<file path="src/rtl/apb_gpio_master_pkg.sv">
// Shared types and constants for the APB GPIO master: FSM states, GPIO
// register map, default PREADY timeout and the access-legality rule.
package apb_gpio_master_pkg;

    typedef enum logic [1:0] {
        ST_IDLE   = 2'd0,
        ST_SETUP  = 2'd1,
        ST_ACCESS = 2'd2,
        ST_RESP   = 2'd3
    } state_e;

    localparam logic [3:0] GPIO_PSL = 4'h0;
    localparam logic [3:0] GPIO_DIR = 4'h4;
    localparam logic [3:0] GPIO_SET = 4'h8;
    localparam logic [3:0] GPIO_CLR = 4'hC;

    localparam int DEFAULT_TIMEOUT = 16;

    // Every register is writable; only the pin-state register can be read.
    function automatic logic is_legal(input logic write, input logic [3:0] addr);
        if (write) begin
            return (addr == GPIO_PSL) || (addr == GPIO_DIR) ||
                   (addr == GPIO_SET) || (addr == GPIO_CLR);
        end
        return addr == GPIO_PSL;
    endfunction

endpackage

</file>
<file path="src/rtl/apb_gpio_master_rr_arb2.sv">
// Two-way round-robin selector. The last-grant pointer starts at 1 so
// requester 0 wins the first contended grant.
module rr_arb2 (
    input  logic       PCLK,
    input  logic       PRESETn,
    input  logic       en,
    input  logic [1:0] req,
    output logic [1:0] gnt,
    output logic       gnt_idx,
    output logic       gnt_any
);

    logic last_q;
    logic last_d;

    always_comb begin
        gnt_idx = req[1];
        if (req == 2'b11) begin
            gnt_idx = ~last_q;
        end
        gnt_any = en & (|req);
        gnt     = 2'b00;
        if (gnt_any) begin
            gnt = gnt_idx ? 2'b10 : 2'b01;
        end
        last_d = gnt_any ? gnt_idx : last_q;
    end

    always_ff @(posedge PCLK or negedge PRESETn) begin
        if (!PRESETn) begin
            last_q <= 1'b1;
        end else begin
            last_q <= last_d;
        end
    end

endmodule

</file>
<file path="src/rtl/apb_gpio_master.sv">
// APB master that serialises GPIO register accesses from two requesters,
// rejecting illegal accesses locally and aborting stalled transfers.
module apb_gpio_master
    import apb_gpio_master_pkg::*;
#(
    parameter int TIMEOUT = DEFAULT_TIMEOUT
) (
    input  logic        PCLK,
    input  logic        PRESETn,
    input  logic [1:0]  req_valid,
    input  logic [1:0]  req_write,
    input  logic [7:0]  req_addr,
    input  logic [15:0] req_wdata,
    output logic [1:0]  req_ack,
    output logic [1:0]  rsp_valid,
    output logic [7:0]  rsp_rdata,
    output logic        rsp_err,
    output logic        PSEL,
    output logic        PENABLE,
    output logic        PWrite,
    output logic [3:0]  PADDR,
    output logic [7:0]  PWDATA,
    input  logic [7:0]  PRDATA,
    input  logic        PREADY
);

    localparam int CW = $clog2(TIMEOUT + 1);

    state_e        state_q, state_d;
    logic          idx_q, idx_d;
    logic          err_q, err_d;
    logic [7:0]    rdata_q, rdata_d;
    logic [CW-1:0] cnt_q, cnt_d;
    logic          psel_q, psel_d;
    logic          penable_q, penable_d;
    logic          pwrite_q, pwrite_d;
    logic [3:0]    paddr_q, paddr_d;
    logic [7:0]    pwdata_q, pwdata_d;
    logic [1:0]    rsp_valid_q, rsp_valid_d;
    logic [7:0]    rsp_rdata_q, rsp_rdata_d;
    logic          rsp_err_q, rsp_err_d;

    logic [1:0]    gnt;
    logic          gnt_idx;
    logic          gnt_any;
    logic          sel_write;
    logic [3:0]    sel_addr;
    logic [7:0]    sel_wdata;

    // Gating with PRESETn keeps the combinational ack quiet while reset is held.
    rr_arb2 u_arb (
        .PCLK    (PCLK),
        .PRESETn (PRESETn),
        .en      ((state_q == ST_IDLE) && PRESETn),
        .req     (req_valid),
        .gnt     (gnt),
        .gnt_idx (gnt_idx),
        .gnt_any (gnt_any)
    );

    always_comb begin
        sel_write = gnt_idx ? req_write[1]    : req_write[0];
        sel_addr  = gnt_idx ? req_addr[7:4]   : req_addr[3:0];
        sel_wdata = gnt_idx ? req_wdata[15:8] : req_wdata[7:0];
    end

    always_comb begin
        state_d     = state_q;
        idx_d       = idx_q;
        err_d       = err_q;
        rdata_d     = rdata_q;
        cnt_d       = cnt_q;
        psel_d      = 1'b0;
        penable_d   = 1'b0;
        pwrite_d    = pwrite_q;
        paddr_d     = paddr_q;
        pwdata_d    = pwdata_q;
        rsp_valid_d = 2'b00;
        rsp_rdata_d = 8'h00;
        rsp_err_d   = 1'b0;

        case (state_q)
            ST_IDLE: begin
                if (gnt_any) begin
                    idx_d   = gnt_idx;
                    rdata_d = 8'h00;
                    if (is_legal(sel_write, sel_addr)) begin
                        state_d  = ST_SETUP;
                        err_d    = 1'b0;
                        psel_d   = 1'b1;
                        pwrite_d = sel_write;
                        paddr_d  = sel_addr;
                        pwdata_d = sel_write ? sel_wdata : 8'h00;
                    end else begin
                        // Rejected locally: the bus never sees this access.
                        state_d = ST_RESP;
                        err_d   = 1'b1;
                    end
                end
            end
            ST_SETUP: begin
                state_d   = ST_ACCESS;
                psel_d    = 1'b1;
                penable_d = 1'b1;
                cnt_d     = CW'(1);
            end
            ST_ACCESS: begin
                if (PREADY) begin
                    state_d = ST_RESP;
                    err_d   = 1'b0;
                    rdata_d = pwrite_q ? 8'h00 : PRDATA;
                    cnt_d   = '0;
                end else if (cnt_q == CW'(TIMEOUT)) begin
                    state_d = ST_RESP;
                    err_d   = 1'b1;
                    rdata_d = 8'h00;
                    cnt_d   = '0;
                end else begin
                    psel_d    = 1'b1;
                    penable_d = 1'b1;
                    cnt_d     = cnt_q + CW'(1);
                end
            end
            ST_RESP: begin
                state_d     = ST_IDLE;
                rsp_valid_d = idx_q ? 2'b10 : 2'b01;
                rsp_rdata_d = rdata_q;
                rsp_err_d   = err_q;
            end
            default: state_d = ST_IDLE;
        endcase
    end

    always_ff @(posedge PCLK or negedge PRESETn) begin
        if (!PRESETn) begin
            state_q     <= ST_IDLE;
            idx_q       <= 1'b0;
            err_q       <= 1'b0;
            rdata_q     <= 8'h00;
            cnt_q       <= '0;
            psel_q      <= 1'b0;
            penable_q   <= 1'b0;
            pwrite_q    <= 1'b0;
            paddr_q     <= 4'h0;
            pwdata_q    <= 8'h00;
            rsp_valid_q <= 2'b00;
            rsp_rdata_q <= 8'h00;
            rsp_err_q   <= 1'b0;
        end else begin
            state_q     <= state_d;
            idx_q       <= idx_d;
            err_q       <= err_d;
            rdata_q     <= rdata_d;
            cnt_q       <= cnt_d;
            psel_q      <= psel_d;
            penable_q   <= penable_d;
            pwrite_q    <= pwrite_d;
            paddr_q     <= paddr_d;
            pwdata_q    <= pwdata_d;
            rsp_valid_q <= rsp_valid_d;
            rsp_rdata_q <= rsp_rdata_d;
            rsp_err_q   <= rsp_err_d;
        end
    end

    assign req_ack   = gnt;
    assign rsp_valid = rsp_valid_q;
    assign rsp_rdata = rsp_rdata_q;
    assign rsp_err   = rsp_err_q;
    assign PSEL      = psel_q;
    assign PENABLE   = penable_q;
    assign PWrite    = pwrite_q;
    assign PADDR     = paddr_q;
    assign PWDATA    = pwdata_q;

endmodule

</file>
<file path="config.mk">
export PLATFORM = sky130hd
export DESIGN_NAME = apb_gpio_master
export DESIGN_NICKNAME = d
export VERILOG_FILES = /design/src/rtl/apb_gpio_master_pkg.sv /design/src/rtl/apb_gpio_master_rr_arb2.sv /design/src/rtl/apb_gpio_master.sv
export SDC_FILE = /design/constraint.sdc
export NUM_CORES = 1
export LEC_CHECK = 0
export ABC_AREA = 0
export CAP_MARGIN = 20
export CORE_MARGIN = 3
export CORE_UTILIZATION = 46
export CTS_CLUSTER_DIAMETER = 60
export DETAILED_ROUTE_END_ITERATION = 10
export HOLD_SLACK_MARGIN = 0.15
export PLACE_DENSITY = 0.79
export SYNTH_ARGS = -nofsm -noshare
export SYNTH_HDL_FRONTEND = slang
export SYNTH_SLANG_ARGS = --single-unit
export TNS_END_PERCENT = 50
</file>
<file path="constraint.sdc">
create_clock -name PCLK -period 2.2 [get_ports PCLK]
set_input_delay 0.33 -clock PCLK [delete_from_list [all_inputs] [get_ports PCLK]]
set_output_delay 0.33 -clock PCLK [all_outputs]
set_load 0.01 [all_outputs]
</file>
Yosys cells after proc, flatten, opt, wreduce, memory -nomap -nowiden
Index checks and enable logic that the tools add are counted.
- $add $sub $neg: 1
- eq/ne operators: 10
- muxes and demuxes: 42
- bitwise gates (word level): 2
- reductions and logical operators: 13
- operator list (kind ; count):
    two-way mux 8 bit ; 7
    two-way mux 1 bit ; 18
    two-way mux 2 bit ; 8
    one-hot mux 8 bit (2 select lines) ; 1
    two-way mux 5 bit ; 2
    one-hot mux 5 bit (2 select lines) ; 1
    == test 4 bit (second input constant) ; 2
    one-hot mux 2 bit (4 select lines) ; 1
    == test 2 bit (second input constant) ; 3
    AND reduction 3 bit ; 2
    adder 5 x 1 -> 5 bit (second input constant) ; 1
    == test 5 bit (second input constant) ; 1
    == test 4 x 3 -> 1 bit (second input constant) ; 1
    logical NOT 4 bit ; 1
    two-way mux 4 bit ; 1
    one-hot mux 1 bit (2 select lines) ; 2
    AND reduction 2 bit ; 2
    nonzero test 2 bit ; 2
    logical OR 1 bit ; 3
    inequality test 3 bit (second input constant) ; 1
    one-hot mux 1 bit (3 select lines) ; 1
    == test 2 x 1 -> 1 bit (second input constant) ; 1
    logical NOT 2 bit ; 1
    inequality test 2 bit (second input constant) ; 1
    other kinds (4) ; 4
- register bits after elaboration: 44
- input bits: 39
- output and inout port bits: 28
- logic and storage cells: 82

Longest topological paths before layout
- word-level depth: 14
- depth in mapped cells: 7
- depth with buffers taken out: 6

By module
Synthesis repeated with hierarchy kept, for this count alone.
- cell total of the unflattened synthesis: 185
- area, all modules: 2054.5 µm²
- by module, submodules not included (module ; times used ; cells an instance ; area each (µm²) ; sequential area each (µm²)):
    apb_gpio_master ; 1 ; 177 ; 1978.1 ; 1076.0
    rr_arb2 ; 1 ; 8 ; 76.3 ; 26.3

Worst setup path after synthesis
Ideal clock, no wire load.
- kind: reg2reg
- from: register u_arb.last_q
- to: register paddr_q[2] (netlist: PADDR[2])
- setup time: 0.127 ns
- arrival time: 1.542 ns
- required time: 2.073 ns
- setup slack: 0.530 ns
- stages on the path, launching flop included: 6
- buffers on the path: 1
- period minus slack after synthesis: 1.670 ns
- path through: dfstp_2 -> a21bo_2 -> o211ai_2 -> a21oi_4 -> buf_6 -> mux2_1
- longest elaborated chain between the ends: 12
- elaborated cells between the ends (all ways): 19
- classes of those cells: eq/ne: 3; mux: 10; bitwise: 1; reduce/logical: 5
- ends and longest elaborated chain (element ; RTL line ; source):
    start, declared ; apb_gpio_master_rr_arb2.sv:13 ; logic last_q;
    start signal, assigned ; apb_gpio_master_rr_arb2.sv:33 ; last_q <= last_d;
    NOT 1 bit (*) ; apb_gpio_master_rr_arb2.sv:19 ; gnt_idx = ~last_q;
    two-way mux 1 bit (*) ; apb_gpio_master_rr_arb2.sv:18 ; if (req == 2'b11) begin
    two-way mux 4 bit ; apb_gpio_master.sv:63 ; sel_addr = gnt_idx ? req_addr[7:4] : req_addr[3:0];
    == test 4 x 3 -> 1 bit or logical NOT 4 bit (tied branches) ; apb_gpio_master_pkg.sv:22, apb_gpio_master_pkg.sv:25 ;
    logical OR 1 bit (2 in series) ; apb_gpio_master_pkg.sv:22 ; return (addr == GPIO_PSL) || (addr == GPIO_DIR) ||
    logical OR 1 bit ; apb_gpio_master_pkg.sv:23 ; (addr == GPIO_SET) || (addr == GPIO_CLR);
    two-way mux 1 bit ; apb_gpio_master_pkg.sv:21 ; if (write) begin
    two-way mux 1 bit ; apb_gpio_master_pkg.sv:25 ; return addr == GPIO_PSL;
    two-way mux 1 bit ; apb_gpio_master.sv:84 ; if (gnt_any) begin
    two-way mux 1 bit ; apb_gpio_master.sv:82 ; case (state_q)
    AND reduction 3 bit (no line) ; - ;
    end signal, assigned ; apb_gpio_master.sv:158 ; paddr_q <= paddr_d;
    end, declared ; apb_gpio_master.sv:37 ; logic [3:0] paddr_q, paddr_d;
Mark *: on every way between the ends. The rest lies on a longest branch, timed or not. The select of a mux whose other input is x is not followed.
A chain may end at the register's enable or synchronous reset.

Worst setup path in the final report
- from: register state_q[1]
- to: output req_ack[1]
- longest elaborated chain between the ends: 4
- ends and longest elaborated chain (element ; RTL line ; source):
    start, declared ; apb_gpio_master.sv:29 ; state_e state_q, state_d;
    start signal, assigned ; apb_gpio_master.sv:150 ; state_q <= state_d;
    logical NOT 2 bit ; apb_gpio_master.sv:54 ; .en ((state_q == ST_IDLE) && PRESETn),
    logical AND 1 bit ; apb_gpio_master.sv:54 ;
    AND 1 bit ; apb_gpio_master_rr_arb2.sv:21 ; gnt_any = en & (|req);
    two-way mux 2 bit ; apb_gpio_master_rr_arb2.sv:23 ; if (gnt_any) begin
    end, declared ; apb_gpio_master.sv:14 ; output logic [1:0] req_ack,
No other way between the ends.

==> run_results.csv <==
group,metric,value,unit
status,status,"finished clean",
global_routing,grtUsageTotal,19.28,%
worst_hold_path,min_to,"rsp_valid[0]",
finish,n_fill_cell,329,
synth,ys.warnings.count,0,
synth,synth_adder_area_share,4.860,%
flow_run,cap_violations,0,
synth,synth_xor_area_share,0,%
synth,syn_inst,197,
global_routing,first_global_vias,1618,
finish,stdcell_count,323,
pwr,p_comb_share,40.3,%
synth,synth_edf_count,0,
place,place_inst,314,
timing,setup_slack,0.1991,ns
floorplan,io_pins,67,
timing,period_minus_slack,2.001,ns
timing,period_share,90.95,%
timing,drv_slew,0,
pwr,intPower,1995,µW
pwr,p_per_area,1023,nW/µm²
detailed_routing,vias,1614,
pwr,p_leak,0.001346,µW
synth,synth_async_sr_flop_share,100.0,%
place,dp_slack,0.05805,ns
finish,drive_gt1_share,11.36,%
floorplan,die_area,5316,µm²
finish,final_nets,319,
pwr,p_clk_share,21.1,%
detailed_routing,totalWireLength,4.625,mm
detailed_routing,drtIter0Drc,55,
finish,layout_commonest_cell,"clkdlybuf4s50_1",
global_routing,grt_overflow,0,
synth,synth_top_family_by_area,"simple AND/OR/NAND/NOR gates",
timing,fmax,499.8,MHz
timing,tightest_slew,0.5458,ns
setup_path,r2r_slack,0.37,ns
setup_path,crit_arrival,1.67,ns
setup_path,r2r_cells,7,
floorplan,num_rows,23,
synth,synth-simple-area-share,16.71,%
setup_path,cp_slowest_cell,"dfrtp_1",
floorplan,die_w,72.91,µm
clocking,cts_inserted_buffers,5,
detailed_routing,post-route-drc-count,0,
clocking,path_clk_slew,0.09,ns
synth,synth_compound_area_share,13.91,%
pwr,p_sw,1011,µW
synth,synth_area,2059,µm²
synth,ys_ff_latch,44,
timing,tns,0,ns
setup_path,crit_path_end_kind,"output pin",
global_routing,grt_first_pass_wirelength,7.769,mm
setup_path,cp.required,1.87,ns
global_routing,antenna_found_initial,0,
timing,finalClockSkew,0.006591,ns
worst_hold_path,worstHoldPathCells,1,
clocking,htree_levels,2,
pwr,power_frac_seq,38.6,%
clocking,clock_path_buffers,2,
setup_path,worstPathCellList,"inv_1 > ha_2 > o211ai_2 > nor2_1 > dlygate4sd2_1",
timing,setup-violations-final,0,
place,placement.cell_area,2813,µm²
place,dpl.hpwl,3.559,mm
timing,grt_setup_unrepaired,"no",
synth,yosys_most_used_dff,"dfrtp_1",
floorplan,core,4144,µm²
finish,diodes,0,
setup_path,rr_startpoint,"state_q[1]",
synth,synthMuxAreaShare,7.533,%
finish,design_area,2938,µm²
place,place_congestion,0.7966,
setup_path,critPathKind,"reg2out",
timing,relSlewSlack,63.61,%
detailed_routing,dr.pass1.iters,4,
detailed_routing,antenna_left,0,
clocking,tritoncts,"done",
worst_hold_path,hold_path_class,"reg2reg",
synth,synth_cell_types,38,
finish,mostFrequentLayoutCells,"clkdlybuf4s50_1 (63), dfrtp_1 (43), nand2_1 (41), a21oi_1 (11), o21ai_1 (11)",
worst_hold_path,hold_start,"idx_q",
synth,synth_nets,244,
floorplan,die_h,72.91,µm
pwr,vdd_drop_max,716.9,µV
setup_path,start_kind,"flop",
clocking,cts-root-buf,"clkbuf_8",
global_routing,grt_max_degree,45,
setup_path,max_stage_delay,0.45,ns
finish,area_delta_synth_final,42.65,%
detailed_routing,drt-vias-per-instance,4.997,
synth,syn_area_per_cell,10.45,µm²
clocking,clock-sinks,44,
clocking,clock_latency,0.30,ns
timing,final_hold_viol_count,0,
detailed_routing,wl_per_cell,14.32,µm
clocking,cts_setup_buffers,0,
synth,seq_area_frac_synth,53.52,%
place,io_buffers,66,
timing,hold_slack,0.4658,ns
setup_path,path_max_fanout,5,
pwr,switching_share,33.63,%
floorplan,initial_core_util,49.70,%
setup_path,r2r_end,"PADDR[3]",
==> per-layer routing <==
layer  vias up  track usage, %  routed length, µm
li1        812               -                  -
met1       763           22.46               1865
met2        28           34.07               2481
met3        11           4.408                164
met4         0           7.787                114
met5         -               0                  0
==> sequential cells by signal, summed over array words and instances, names as in the netlist, 2 cells and up <==
| register | cells |
|---|---|
| rsp_valid | 2 |
| PWDATA | 8 |
| rdata_q | 8 |
| cnt_q | 5 |
| PADDR | 4 |
| state_q | 2 |
| rsp_rdata | 8 |
==> through the flow <==
stage / utilization [%] / power, µW
floorplan: - / 1847
global placement: 67.87 / 2354
detailed placement: 67.87 / 2389
CTS: 70.89 / 3039
global route: 70.89 / 3198
finish: 70.89 / 3006
==> worst max-delay path: cells and delay by family, from the launching register on <==
kind            cells  cell delay [ns]
fa+ha+maj           1             0.22
flops               1             0.45
compound gates      1             0.12
buf+inv             2             0.42
simple gates        1             0.16
==> Yosys cell counts, types with 2 or more instances <==
| cell | count | area, µm² |
|---|---|---|
| dfrtp_1 | 43 | 1076 |
| nand2_1 | 41 | 153.9 |
| a21oi_1 | 11 | 55.05 |
| o21ai_1 | 11 | 55.05 |
| and2_1 | 10 | 62.56 |
| inv_1 | 9 | 33.78 |
| ha_1 | 8 | 100.1 |
| nor2_1 | 8 | 30.03 |
| mux2_1 | 7 | 78.83 |
| clkbuf_1 | 4 | 15.01 |
| nand3_1 | 4 | 20.02 |
| nor2b_1 | 4 | 25.02 |
| mux2_2 | 3 | 33.78 |
| o31ai_1 | 3 | 22.52 |
| a21o_1 | 2 | 15.01 |
| mux2i_1 | 2 | 20.02 |
| nand2b_1 | 2 | 12.51 |
| nor3b_1 | 2 | 15.01 |
| o211ai_2 | 2 | 25.02 |
| o21ai_0 | 2 | 10.01 |
| o22ai_1 | 2 | 12.51 |
==> repair_timing <==
item,in CTS,in global routing
hold endpoints to repair,23,0
hold buffers,1,0
endpoints found under the setup margin,2,0
gates resized for setup,4,0
==> power by group through the flow <==
stage               clock [µW]  combinational [µW]  sequential (µW)
finish                     635                1210             1160
global route               678                1330             1190
CTS                        648                1230             1160
detailed placement           0                1210             1170
global placement             0                1190             1160
floorplan                    0                 638             1210
==> final cells by class <==
type | instances | area (µm²) | share of cell area [%]
Multi-Input combinational cell | 137 | 888.4 | 30.24
Tap cell | 50 | 62.56 | 2.129
Clock inverter | 3 | 46.29 | 1.576
Inverter | 9 | 33.78 | 1.150
Sequential cell | 44 | 1102 | 37.52
Timing Repair Buffer | 75 | 735.7 | 25.04
Clock buffer | 5 | 68.82 | 2.342
==> how the worst max path moves through the flow <==
stage / from / endpoint / depth (start not counted)
after floorplan: u_arb.last_q / PADDR[2] / 5
after global placement: req_valid[1] / req_ack[1] / 4
after detailed placement: req_valid[0] / PWDATA[5] / 6
after CTS: state_q[1] / req_ack[1] / 5
after global routing: state_q[1] / req_ack[1] / 5
final: state_q[1] / req_ack[1] / 5
==> cell families after synthesis <==
family / Yosys count
flops: 44
fa+ha+maj: 8
simple gates: 74
buf+inv: 16
compound gates: 42
mux: 13
Note: power is estimated with default switching activity, not from simulation.
